==> config.mk <==
export PLATFORM = sky130hd
export DESIGN_NAME = lowpan_frame_packetiser_flat
export DESIGN_NICKNAME = d
export VERILOG_FILES = /design/src/rtl/lowpan_frame_packetiser_pkg.sv /design/src/rtl/lowpan_frame_packetiser_if.sv /design/src/rtl/lowpan_frame_packetiser_fifo.sv /design/src/rtl/lowpan_frame_packetiser.sv /design/src/flat_wrapper.sv
export SDC_FILE = /design/constraint.sdc
export NUM_CORES = 1
export LEC_CHECK = 0
export CAP_MARGIN = 20
export CORE_ASPECT_RATIO = 1.2
export CORE_MARGIN = 3
export CORE_UTILIZATION = 60
export CTS_CLUSTER_SIZE = 16
export DETAILED_ROUTE_END_ITERATION = 12
export DONT_BUFFER_PORTS = 1
export GPL_ROUTABILITY_DRIVEN = 0
export PLACE_DENSITY = 0.74
export SYNTH_ARGS = -nofsm -noshare
export SYNTH_HDL_FRONTEND = slang
export SYNTH_SLANG_ARGS = --single-unit
==> constraint.sdc <==
create_clock -name clk -period 9 [get_ports clk]
set_input_delay 2.7 -clock clk [delete_from_list [all_inputs] [get_ports clk]]
set_output_delay 2.7 -clock clk [all_outputs]
set_load 0.02 [all_outputs]
==> src/rtl/lowpan_frame_packetiser_pkg.sv <==
// Shared constants, state encoding and header byte selection for the LoWPAN frame packetiser.
package lowpan_pkg;

  localparam int unsigned HDR_BYTES = 8;
  localparam logic [7:0]  HDR_B0    = 8'h60;
  localparam logic [7:0]  HDR_B1    = 8'h00;

  typedef enum logic [2:0] {
    S_IDLE,
    S_LOAD,
    S_DISCARD,
    S_HEADER,
    S_PAYLOAD,
    S_DONE
  } state_e;

  // Byte idx of the 8-byte IPv6-style header.
  function automatic logic [7:0] hdr_byte(input logic [2:0]  idx,
                                          input logic [15:0] len,
                                          input logic [15:0] seq,
                                          input logic [7:0]  next_hdr,
                                          input logic [7:0]  hop_limit);
    logic [7:0] b;
    case (idx)
      3'd0:    b = HDR_B0;
      3'd1:    b = HDR_B1;
      3'd2:    b = len[15:8];
      3'd3:    b = len[7:0];
      3'd4:    b = next_hdr;
      3'd5:    b = hop_limit;
      3'd6:    b = seq[15:8];
      default: b = seq[7:0];
    endcase
    return b;
  endfunction

endpackage

==> src/rtl/lowpan_frame_packetiser_if.sv <==
// Payload-in / radio-out signal bundle of the LoWPAN frame packetiser.
interface lowpan_frame_packetiser_if;
  logic [7:0]  in_data;
  logic        in_valid;
  logic        in_last;
  logic        in_ready;
  logic        abort;
  logic [7:0]  tx_data;
  logic        send;
  logic        radio_busy;
  logic        packet_valid;
  logic        frame_done;
  logic        err_trunc;
  logic [15:0] seq_num;

  modport master (
    output in_data, in_valid, in_last, abort, radio_busy,
    input  in_ready, tx_data, send, packet_valid, frame_done, err_trunc, seq_num
  );

  modport slave (
    input  in_data, in_valid, in_last, abort, radio_busy,
    output in_ready, tx_data, send, packet_valid, frame_done, err_trunc, seq_num
  );
endinterface

==> src/rtl/lowpan_frame_packetiser_fifo.sv <==
// Synchronous show-ahead byte FIFO: rd_data always presents the oldest entry.
module pkt_byte_fifo #(
  parameter int unsigned DEPTH = 32
) (
  input  logic                     clk,
  input  logic                     rst_n,
  input  logic                     i_push,
  input  logic                     i_pop,
  input  logic                     i_flush,
  input  logic [7:0]               i_wr_data,
  output logic [7:0]               o_rd_data,
  output logic [$clog2(DEPTH):0]   o_count,
  output logic                     o_full,
  output logic                     o_empty
);
  localparam int unsigned AW = $clog2(DEPTH);

  logic [7:0]  r_mem [DEPTH];
  logic [AW-1:0] r_wr_ptr, r_rd_ptr;
  logic [AW:0]   r_count;
  logic          w_push_ok, w_pop_ok;

  assign o_full    = (r_count == (AW+1)'(DEPTH));
  assign o_empty   = (r_count == '0);
  assign w_push_ok = i_push && !o_full;
  assign w_pop_ok  = i_pop && !o_empty;
  assign o_rd_data = r_mem[r_rd_ptr];
  assign o_count   = r_count;

  always_ff @(posedge clk or negedge rst_n) begin
    if (!rst_n) begin
      r_wr_ptr <= '0;
      r_rd_ptr <= '0;
      r_count  <= '0;
    end else if (i_flush) begin
      r_wr_ptr <= '0;
      r_rd_ptr <= '0;
      r_count  <= '0;
    end else begin
      if (w_push_ok) r_wr_ptr <= r_wr_ptr + AW'(1);
      if (w_pop_ok)  r_rd_ptr <= r_rd_ptr + AW'(1);
      case ({w_push_ok, w_pop_ok})
        2'b10:   r_count <= r_count + (AW+1)'(1);
        2'b01:   r_count <= r_count - (AW+1)'(1);
        default: r_count <= r_count;
      endcase
    end
  end

  // Storage array carries no reset; pointers define validity.
  always_ff @(posedge clk) begin
    if (w_push_ok && !i_flush) r_mem[r_wr_ptr] <= i_wr_data;
  end
endmodule

==> src/rtl/lowpan_frame_packetiser.sv <==
// Buffers one payload burst, then streams an 8-byte header plus the payload to the radio.
module lowpan_frame_packetiser #(
  parameter int unsigned MAX_PAYLOAD = 32,
  parameter logic [7:0]  NEXT_HDR    = 8'h11,
  parameter logic [7:0]  HOP_LIMIT   = 8'h40
) (
  input logic                         clk,
  input logic                         rst_n,
  lowpan_frame_packetiser_if.slave    bus
);
  import lowpan_pkg::*;

  localparam int unsigned CW = $clog2(MAX_PAYLOAD) + 1;

  state_e        r_state, w_state_nxt;
  logic [CW-1:0] r_idx, r_len, w_count;
  logic [15:0]   r_seq;
  logic [7:0]    r_tx_last, w_tx_byte, w_fifo_rd;
  logic          r_send_d, r_trunc;
  logic          w_abort, w_beat, w_push, w_pop, w_fill, w_full, w_empty;
  logic          w_in_ready, w_send, w_pkt_valid, w_frame_done, w_err_trunc;

  assign w_abort = bus.abort && (r_state != S_IDLE);
  assign w_beat  = bus.in_valid && w_in_ready;
  assign w_push  = w_beat && ((r_state == S_IDLE) || (r_state == S_LOAD));
  assign w_fill  = (w_count == CW'(MAX_PAYLOAD - 1));

  pkt_byte_fifo #(.DEPTH(MAX_PAYLOAD)) u_fifo (
    .clk       (clk),
    .rst_n     (rst_n),
    .i_push    (w_push),
    .i_pop     (w_pop),
    .i_flush   (w_abort),
    .i_wr_data (bus.in_data),
    .o_rd_data (w_fifo_rd),
    .o_count   (w_count),
    .o_full    (w_full),
    .o_empty   (w_empty)
  );

  always_ff @(posedge clk or negedge rst_n) begin
    if (!rst_n) r_state <= S_IDLE;
    else        r_state <= w_state_nxt;
  end

  always_comb begin
    w_state_nxt = r_state;
    if (w_abort) begin
      w_state_nxt = S_IDLE;
    end else begin
      case (r_state)
        S_IDLE:    if (w_beat) w_state_nxt = bus.in_last ? S_HEADER : S_LOAD;
        S_LOAD:    if (w_beat) begin
                     if (bus.in_last)  w_state_nxt = S_HEADER;
                     else if (w_fill)  w_state_nxt = S_DISCARD;
                   end
        S_DISCARD: if (w_beat && bus.in_last) w_state_nxt = S_HEADER;
        S_HEADER:  if (w_send && (r_idx == CW'(HDR_BYTES - 1))) w_state_nxt = S_PAYLOAD;
        S_PAYLOAD: if (w_send && (r_idx == r_len - CW'(1)))     w_state_nxt = S_DONE;
        S_DONE:    w_state_nxt = S_IDLE;
        default:   w_state_nxt = S_IDLE;
      endcase
    end
  end

  // send uses the live radio_busy and is spaced by at least one idle cycle.
  always_comb begin
    w_in_ready   = 1'b0;
    w_send       = 1'b0;
    w_pop        = 1'b0;
    w_pkt_valid  = 1'b0;
    w_frame_done = 1'b0;
    w_err_trunc  = 1'b0;
    w_tx_byte    = w_fifo_rd;
    case (r_state)
      S_IDLE:    w_in_ready = 1'b1;
      S_LOAD:    w_in_ready = !w_full;
      S_DISCARD: begin
        w_in_ready  = 1'b1;
        w_err_trunc = bus.in_valid && bus.in_last && r_trunc;
      end
      S_HEADER: begin
        w_send      = !bus.radio_busy && !r_send_d;
        w_pkt_valid = w_send || (r_idx != '0);
        w_tx_byte   = hdr_byte(r_idx[2:0], 16'(r_len), r_seq, NEXT_HDR, HOP_LIMIT);
      end
      S_PAYLOAD: begin
        w_send      = !bus.radio_busy && !r_send_d;
        w_pop       = w_send && !w_empty;
        w_pkt_valid = 1'b1;
      end
      S_DONE:    w_frame_done = 1'b1;
      default:   ;
    endcase
    if (w_abort) begin
      w_in_ready   = 1'b0;
      w_send       = 1'b0;
      w_pop        = 1'b0;
      w_pkt_valid  = 1'b0;
      w_frame_done = 1'b0;
      w_err_trunc  = 1'b0;
    end
  end

  always_ff @(posedge clk or negedge rst_n) begin
    if (!rst_n) begin
      r_idx     <= '0;
      r_len     <= '0;
      r_seq     <= '0;
      r_tx_last <= '0;
      r_send_d  <= 1'b0;
      r_trunc   <= 1'b0;
    end else begin
      r_send_d <= w_send;
      if (w_send) r_tx_last <= w_tx_byte;
      if (w_abort) begin
        r_idx   <= '0;
        r_trunc <= 1'b0;
      end else begin
        case (r_state)
          S_IDLE: begin
            r_idx   <= '0;
            r_trunc <= 1'b0;
          end
          S_LOAD: if (w_beat && !bus.in_last && w_fill) r_trunc <= 1'b1;
          S_HEADER: begin
            // FIFO count is stable throughout the header, so latch it before byte 2.
            if (r_idx == '0) r_len <= w_count;
            if (w_send) r_idx <= (r_idx == CW'(HDR_BYTES - 1)) ? '0 : r_idx + CW'(1);
          end
          S_PAYLOAD: if (w_send) r_idx <= r_idx + CW'(1);
          S_DONE: begin
            r_seq   <= r_seq + 16'd1;
            r_trunc <= 1'b0;
          end
          default: ;
        endcase
      end
    end
  end

  assign bus.in_ready     = w_in_ready;
  assign bus.send         = w_send;
  assign bus.tx_data      = w_send ? w_tx_byte : r_tx_last;
  assign bus.packet_valid = w_pkt_valid;
  assign bus.frame_done   = w_frame_done;
  assign bus.err_trunc    = w_err_trunc;
  assign bus.seq_num      = r_seq;
endmodule

==> src/flat_wrapper.sv <==
// flat-port wrapper written by rule: the top's interface ports become plain ports
module lowpan_frame_packetiser_flat import lowpan_pkg::*;
#(
  parameter int unsigned MAX_PAYLOAD = 32,
  parameter logic [7:0]  NEXT_HDR    = 8'h11,
  parameter logic [7:0]  HOP_LIMIT   = 8'h40
)
  (clk, rst_n, bus_in_data, bus_in_valid, bus_in_last, bus_abort, bus_radio_busy, bus_in_ready, bus_tx_data, bus_send, bus_packet_valid, bus_frame_done, bus_err_trunc, bus_seq_num);
  lowpan_frame_packetiser_if bus_i ();
  input logic clk;
  input logic rst_n;
  input wire logic [$bits(bus_i.in_data)-1:0] bus_in_data;
  input wire logic [$bits(bus_i.in_valid)-1:0] bus_in_valid;
  input wire logic [$bits(bus_i.in_last)-1:0] bus_in_last;
  input wire logic [$bits(bus_i.abort)-1:0] bus_abort;
  input wire logic [$bits(bus_i.radio_busy)-1:0] bus_radio_busy;
  output wire logic [$bits(bus_i.in_ready)-1:0] bus_in_ready;
  output wire logic [$bits(bus_i.tx_data)-1:0] bus_tx_data;
  output wire logic [$bits(bus_i.send)-1:0] bus_send;
  output wire logic [$bits(bus_i.packet_valid)-1:0] bus_packet_valid;
  output wire logic [$bits(bus_i.frame_done)-1:0] bus_frame_done;
  output wire logic [$bits(bus_i.err_trunc)-1:0] bus_err_trunc;
  output wire logic [$bits(bus_i.seq_num)-1:0] bus_seq_num;
  assign bus_i.in_data = bus_in_data;
  assign bus_i.in_valid = bus_in_valid;
  assign bus_i.in_last = bus_in_last;
  assign bus_i.abort = bus_abort;
  assign bus_i.radio_busy = bus_radio_busy;
  assign bus_in_ready = bus_i.in_ready;
  assign bus_tx_data = bus_i.tx_data;
  assign bus_send = bus_i.send;
  assign bus_packet_valid = bus_i.packet_valid;
  assign bus_frame_done = bus_i.frame_done;
  assign bus_err_trunc = bus_i.err_trunc;
  assign bus_seq_num = bus_i.seq_num;
  lowpan_frame_packetiser #(.MAX_PAYLOAD(MAX_PAYLOAD), .NEXT_HDR(NEXT_HDR), .HOP_LIMIT(HOP_LIMIT)) u_core (.clk(clk), .rst_n(rst_n), .bus(bus_i));
endmodule
**Word level (Yosys, flattened, before mapping)**

Memories as Yosys holds them, arrays and structs flattened.
Cells that the tools add are included.

- Input bits: 14
- Flip-flop bits (word level): 57
- Memory bits (writable): 256
- Memories kept: 1
- Output and inout bits: 29

- Equality and inequality tests: 26
- Add/subtract/negate cells: 7
- Bitwise operators: 1
- Reduce and logical (&&, ||, !) cells: 43
- Mux-type cells: 41

Memory list:

| memory | words | width | rd ports | clocked after memory_dff | write ports | RTL line | RTL |
|---|---|---|---|---|---|---|---|
| u_core.u_fifo.r_mem | 32 | 8 | 1 | 0 | 1 | lowpan_frame_packetiser_fifo.sv:18 | `logic [7:0] r_mem [DEPTH];` |

Operator list:

| kind | count |
|---|---|
| case mux 8 bit (6 select lines) | 1 |
| two-way mux 6 bit | 5 |
| two-way mux 3 bit | 8 |
| != test 3 x 2 -> 1 bit (second input constant) | 7 |
| two-way mux 5 bit | 4 |
| case mux 6 bit (3 select lines) | 1 |
| adder 16 x 1 -> 16 bit (second input constant) | 1 |
| two-way mux 8 bit | 2 |
| == test 3 bit (second input constant) | 5 |
| logical AND 1 bit | 15 |
| case mux 3 bit (5 select lines) | 1 |
| two-way mux 1 bit | 14 |
| adder 6 x 1 -> 6 bit (second input constant) | 2 |
| == test 3 x 2 -> 1 bit (second input constant) | 4 |
| logical NOT 6 bit | 2 |
| case mux 6 bit (2 select lines) | 1 |
| subtractor 6 x 1 -> 6 bit (second input constant) | 2 |
| adder 5 x 1 -> 5 bit (second input constant) | 2 |
| nonzero test 3 bit | 3 |
| OR reduction 2 bit | 4 |
| == test 3 x 1 -> 1 bit (second input constant) | 2 |
| == test 6 x 3 -> 1 bit (second input constant) | 1 |
| == test 6 x 5 -> 1 bit (second input constant) | 1 |
| == test 6 bit | 1 |
| 17 further kinds | 29 |

**Logic depth before layout (Yosys ltp)**

- Depth after elaboration: 10
- Gate-level depth with buffers: 12

**Cells and area by module**

Synthesis repeated with hierarchy kept, for this count alone.

- Cell total of the unflattened synthesis: 892
- Area, all modules: 13558.0 µm²

By module, submodules not included:

| module | cells each | area an instance (µm²) | instances | sequential area each (µm²) |
|---|---|---|---|---|
| pkt_byte_fifo | 617 | 11058.1 | 1 | 8087.8 |
| lowpan_frame_packetiser | 275 | 2499.9 | 1 | 1026.0 |

**Worst setup path after synthesis**

No wires, ideal clock.

- Path type: input -> output
- Start point: input port bus_abort
- End point: output port bus_tx_data[0]
- Path slack: 2.181 ns
- Data arrival time: 4.119 ns
- Stages on the path: 5
- Cell sequence: clkbuf_1 -> nor4b_1 -> nand2_1 -> clkbuf_1 -> o21ai_0

- Word-level cells in the longest chain between the ends: 3

RTL lines:

| element | RTL line | RTL |
|---|---|---|
| start, declared | flat_wrapper.sv:15 | `input wire logic [$bits(bus_i.abort)-1:0] bus_abort;` |
| logical AND 1 bit | lowpan_frame_packetiser.sv:23 | `assign w_abort = bus.abort && (r_state != S_IDLE);` |
| two-way mux 1 bit | lowpan_frame_packetiser.sv:95 | `if (w_abort) begin` |
| two-way mux 8 bit | -- |  |
| end, declared | flat_wrapper.sv:18 | `output wire logic [$bits(bus_i.tx_data)-1:0] bus_tx_data;` |

No other way between the ends.

**Worst setup path in the final report**

- Start point: input port bus_abort
- End point: output port bus_tx_data[3]

Same word-level chain as after synthesis.

==> summary.txt <==
STA
  • Worst Slack Setup Final: 2.00 ns
  • Worst slew pin tran: 0.938 ns
  • Setup-failing EPs final: 0
  • Slew Viols, Final: 0
  • Final hold violation count: 0
  • Tcrit/Tclk final: 77.8%
  • Setup TNS: 0 ns
  • Worst slew margin: 37.4%
  • Tmin final: 7.00 ns
  • Worst Hold Slack: 0.552 ns
  • Setup Skew: ~0.019 ns
  • Fmax: between 0.1 and 0.15 GHz
  • RSZ-0062 raised after global routing: no

Pwr
  • Int Pwr: 2.61 mW
  • Pwr Density: 241 nW/um2
  • Worst vdd ir: 234 uV
  • Combinational power share: 13.1%
  • Switching Power: 0.880 mW
  • Leakage: 4.80 nW
  • Clock share of power: around 37%
  • Sw frac: 25.2%
  • Flop pwr share: around 50%

Clock network
  • CTS Buf Count: 29
  • Worst-Skew Late Latency: about 0.55 ns
  • CTS sink cnt: 313
  • Post-CTS Hold Fix Bufs: 0
  • H-Tree Depth: 1
  • CTS Buffer Depth: 3
  • Root Buffer: clkbuf_16
  • CTS tree: built
  • Clock transition at path regs: 0.06 ns
  • Post-CTS sizing: 0
  • Post-CTS Setup Repair Bufs: 0

Worst setup path
  • Crit path kind: input port to output port
  • CP Capture Type: output port
  • R2r setup slk: approximately 5.4 ns
  • Crit-path cells: nor4b_1, nand2_1, o21ai_0
  • Startpoint Class: input port
  • Slowest cell delay on critical path: about 0.76 ns
  • Critical Path Slowest Stage Cell: o21ai_0
  • CP arrival: 4.30 ns
  • Worst endpoint required time: 6.30 ns
  • CP max FO: 17

Synth
  • Mapped Cells: just under 800
  • EDFF count, synth: 256
  • Syn_area_per_cell: around 17 um2
  • Distinct cells, synth: 62
  • Syn_nets: 809
  • Post-synthesis sequential area ratio: 68.7%
  • Seq cells post-synth: 313
  • Ys flop type: edfxtp_1
  • FFs w/ async S/R, synth: a little under a fifth
  • Synth Cell Area: between 10,000 and 15,000 um2
  • Synth warn: 0

Floorplanning
  • Initial core utilization: between 60% and 70%
  • Die span in x: 142 um
  • Core area: 21,300 um2
  • Die Ht: approximately 170 um
  • Rows: 58
  • Full die area: about 24,000 um2
  • Ports: 43

Finish
  • Layout Nets: 800
  • Most frequent cells in the layout: edfxtp_1 (256), mux4_2 (80), nor2_1 (62)
  • Storage cell area: 9120 um2
  • Area of the multi-input gates: 3940 um2
  • Most common cell after layout, fill and taps aside: edfxtp_1
  • Syn-to-layout area delta: 9.35%
  • Share of layout cells above drive strength 1: 18.8%
  • Fillers: 1,345
  • Post-route insts no fill: 1,063
  • Antenna Cells: 0

Route
  • DR vias/cell: 6.54
  • Top Layer Used: met4
  • Final wirelength: 27,000 um
  • DRC Markers: 0
  • Routed wl met3: 1840 um
  • Post-DRT Antenna Nets: 0
  • Iter 0 DRT Violations: between 500 and 600
  • M1 WL: 10,200 um
  • Met2 Wirelength: between 10,000 and 15,000 um
  • Wire per inst: around 25 um
  • Via count: between 6,000 and 7,000
  • TritonRoute pass-1 iters: 5

Placement
  • # port buffers: 0
  • Dpl hpwl: 17,300 um
  • Pre-CTS setup slack: between 2 and 2.5 ns
  • Dpl cells: 1,008

GRT
  • Global-route wire length before repair: 42,500 um
  • Vias in the first global route: around 7,300
  • Total GRT Usage: 23.1%
  • Initial antenna violation count: 0
  • Congestion Overflow GR: 0
  • Pin count of the biggest net entering global routing: 69

Min path
  • HP Class: flip-flop to flip-flop

Flow run
  • Max-Cap Viols: 0

Status
  • Status: completed
layer usage:
layer  vias to the layer above  track usage (%)
met2                       286             40.7
met4                         0             7.01
met1                      3568             29.8
met3                        55             3.93
li1                       3048                -
met5                         -                0
Yosys cell counts (all sizes together) (2+ instances only):
library cell  instances  area share [%]
nor4b                 2            0.18
mux2                  6            0.51
a211oi                5            0.28
edfxtp              256              58
ha                   15             1.4
mux4                 80              14
nand4                 4            0.19
inv                  11            0.31
o21bai                2            0.11
a21oi                22            0.83
o2111ai               2            0.13
dfrtp                57              11
and3b                 2            0.14
clkbuf               33            0.93
nand3b                4            0.23
mux2i                14             1.1
o31ai                 8            0.45
nand2b                5            0.24
nand3                12            0.45
or3b                  4            0.26
o21ai                28             1.1
buf                  12            0.39
nor2b                 7            0.33
or4                   4            0.25
o221ai                2            0.13
or2                   5            0.24
a31oi                 5            0.24
or3                   2           0.094
nor3                  6            0.23
nor4                  2           0.094
nand2                38             1.1
xnor2                16             1.1
and4                  4            0.28
xor2                 15            0.99
nor2                 62             1.8
and3                  7            0.33
and2                  2           0.094
a32oi                 4            0.26
through the flow:
| stage | utilization (%) | area [um2] | power, mW |
|---|---|---|---|
| 6_report | 68.0 | 14500 | 3.49 |
| 5_1_grt | 68.0 | 14500 | 3.62 |
| 3_5_place_dp | 63.1 | 13500 | 2.21 |
| 4_1_cts | 67.8 | 14500 | 3.50 |
| 2_1_floorplan | - | 13300 | 2.09 |
| 3_3_place_gp | 63.1 | 13500 | 2.19 |
state kept, by name, indices dropped and copies added, names as in the netlist:
signal                  count
u_core.u_fifo.r_wr_ptr      5
u_core.r_send_d             1
u_core.r_state              3
u_core.u_fifo.r_rd_ptr      5
u_core.bus.seq_num         16
u_core.r_idx                6
u_core.r_trunc              1
u_core.r_tx_last            8
u_core.u_fifo.o_count       6
u_core.u_fifo.r_mem       256
u_core.r_len                6
worst paths after layout:
check | start | to | cells past startpoint
max | bus_abort | bus_tx_data[3] | 3
min | u_core.r_idx[4] | u_core.r_idx[4] | 1
max reg2reg | u_core.u_fifo.r_rd_ptr[0] | u_core.r_tx_last[3] | 5
min reg2reg | u_core.r_idx[4] | u_core.r_idx[4] | 1
max in group asynchronous | rst_n | u_core.u_fifo.r_wr_ptr[1] | 0
min in group asynchronous | rst_n | u_core.r_state[1] | 0
power by group through the flow:
| stage | registers, mW | clock network (mW) | logic, mW |
|---|---|---|---|
| 3_3_place_gp | 1.75 | 0 | 0.431 |
| 3_5_place_dp | 1.76 | 0 | 0.450 |
| 5_1_grt | 1.74 | 1.38 | 0.499 |
| 2_1_floorplan | 1.70 | 0 | 0.391 |
| 6_report | 1.73 | 1.30 | 0.459 |
| 4_1_cts | 1.73 | 1.32 | 0.455 |
worst max-delay path, delay by kind of cell:
| kind | cells | cell delay, ns |
|---|---|---|
| compound gates | 1 | 0.76 |
| simple gates | 2 | 0.84 |
cells by family after synthesis:
kind of cell             Yosys count  share of synthesized area (%)
flip-flops                       313                           68.7
buffers and inverters             56                           1.63
multiplexers                     100                           15.1
adder cells (fa/ha/maj)           15                           1.41
XOR/XNOR                          31                           2.05
AO/OA/AOI/OAI                     89                           4.32
AND/OR/NAND/NOR                  176                           6.73
area by class of cell:
cell class                      instances  area share [%]
Sequential cell                       313            62.9
Multi-Input combinational cell        411            27.2
Clock buffer                           36            5.18
Tap cell                              270            2.33
Clock inverter                         17            1.79
Timing Repair Buffer                    5           0.380
Inverter                               11           0.285
Power figures use the tool's default switching activity.
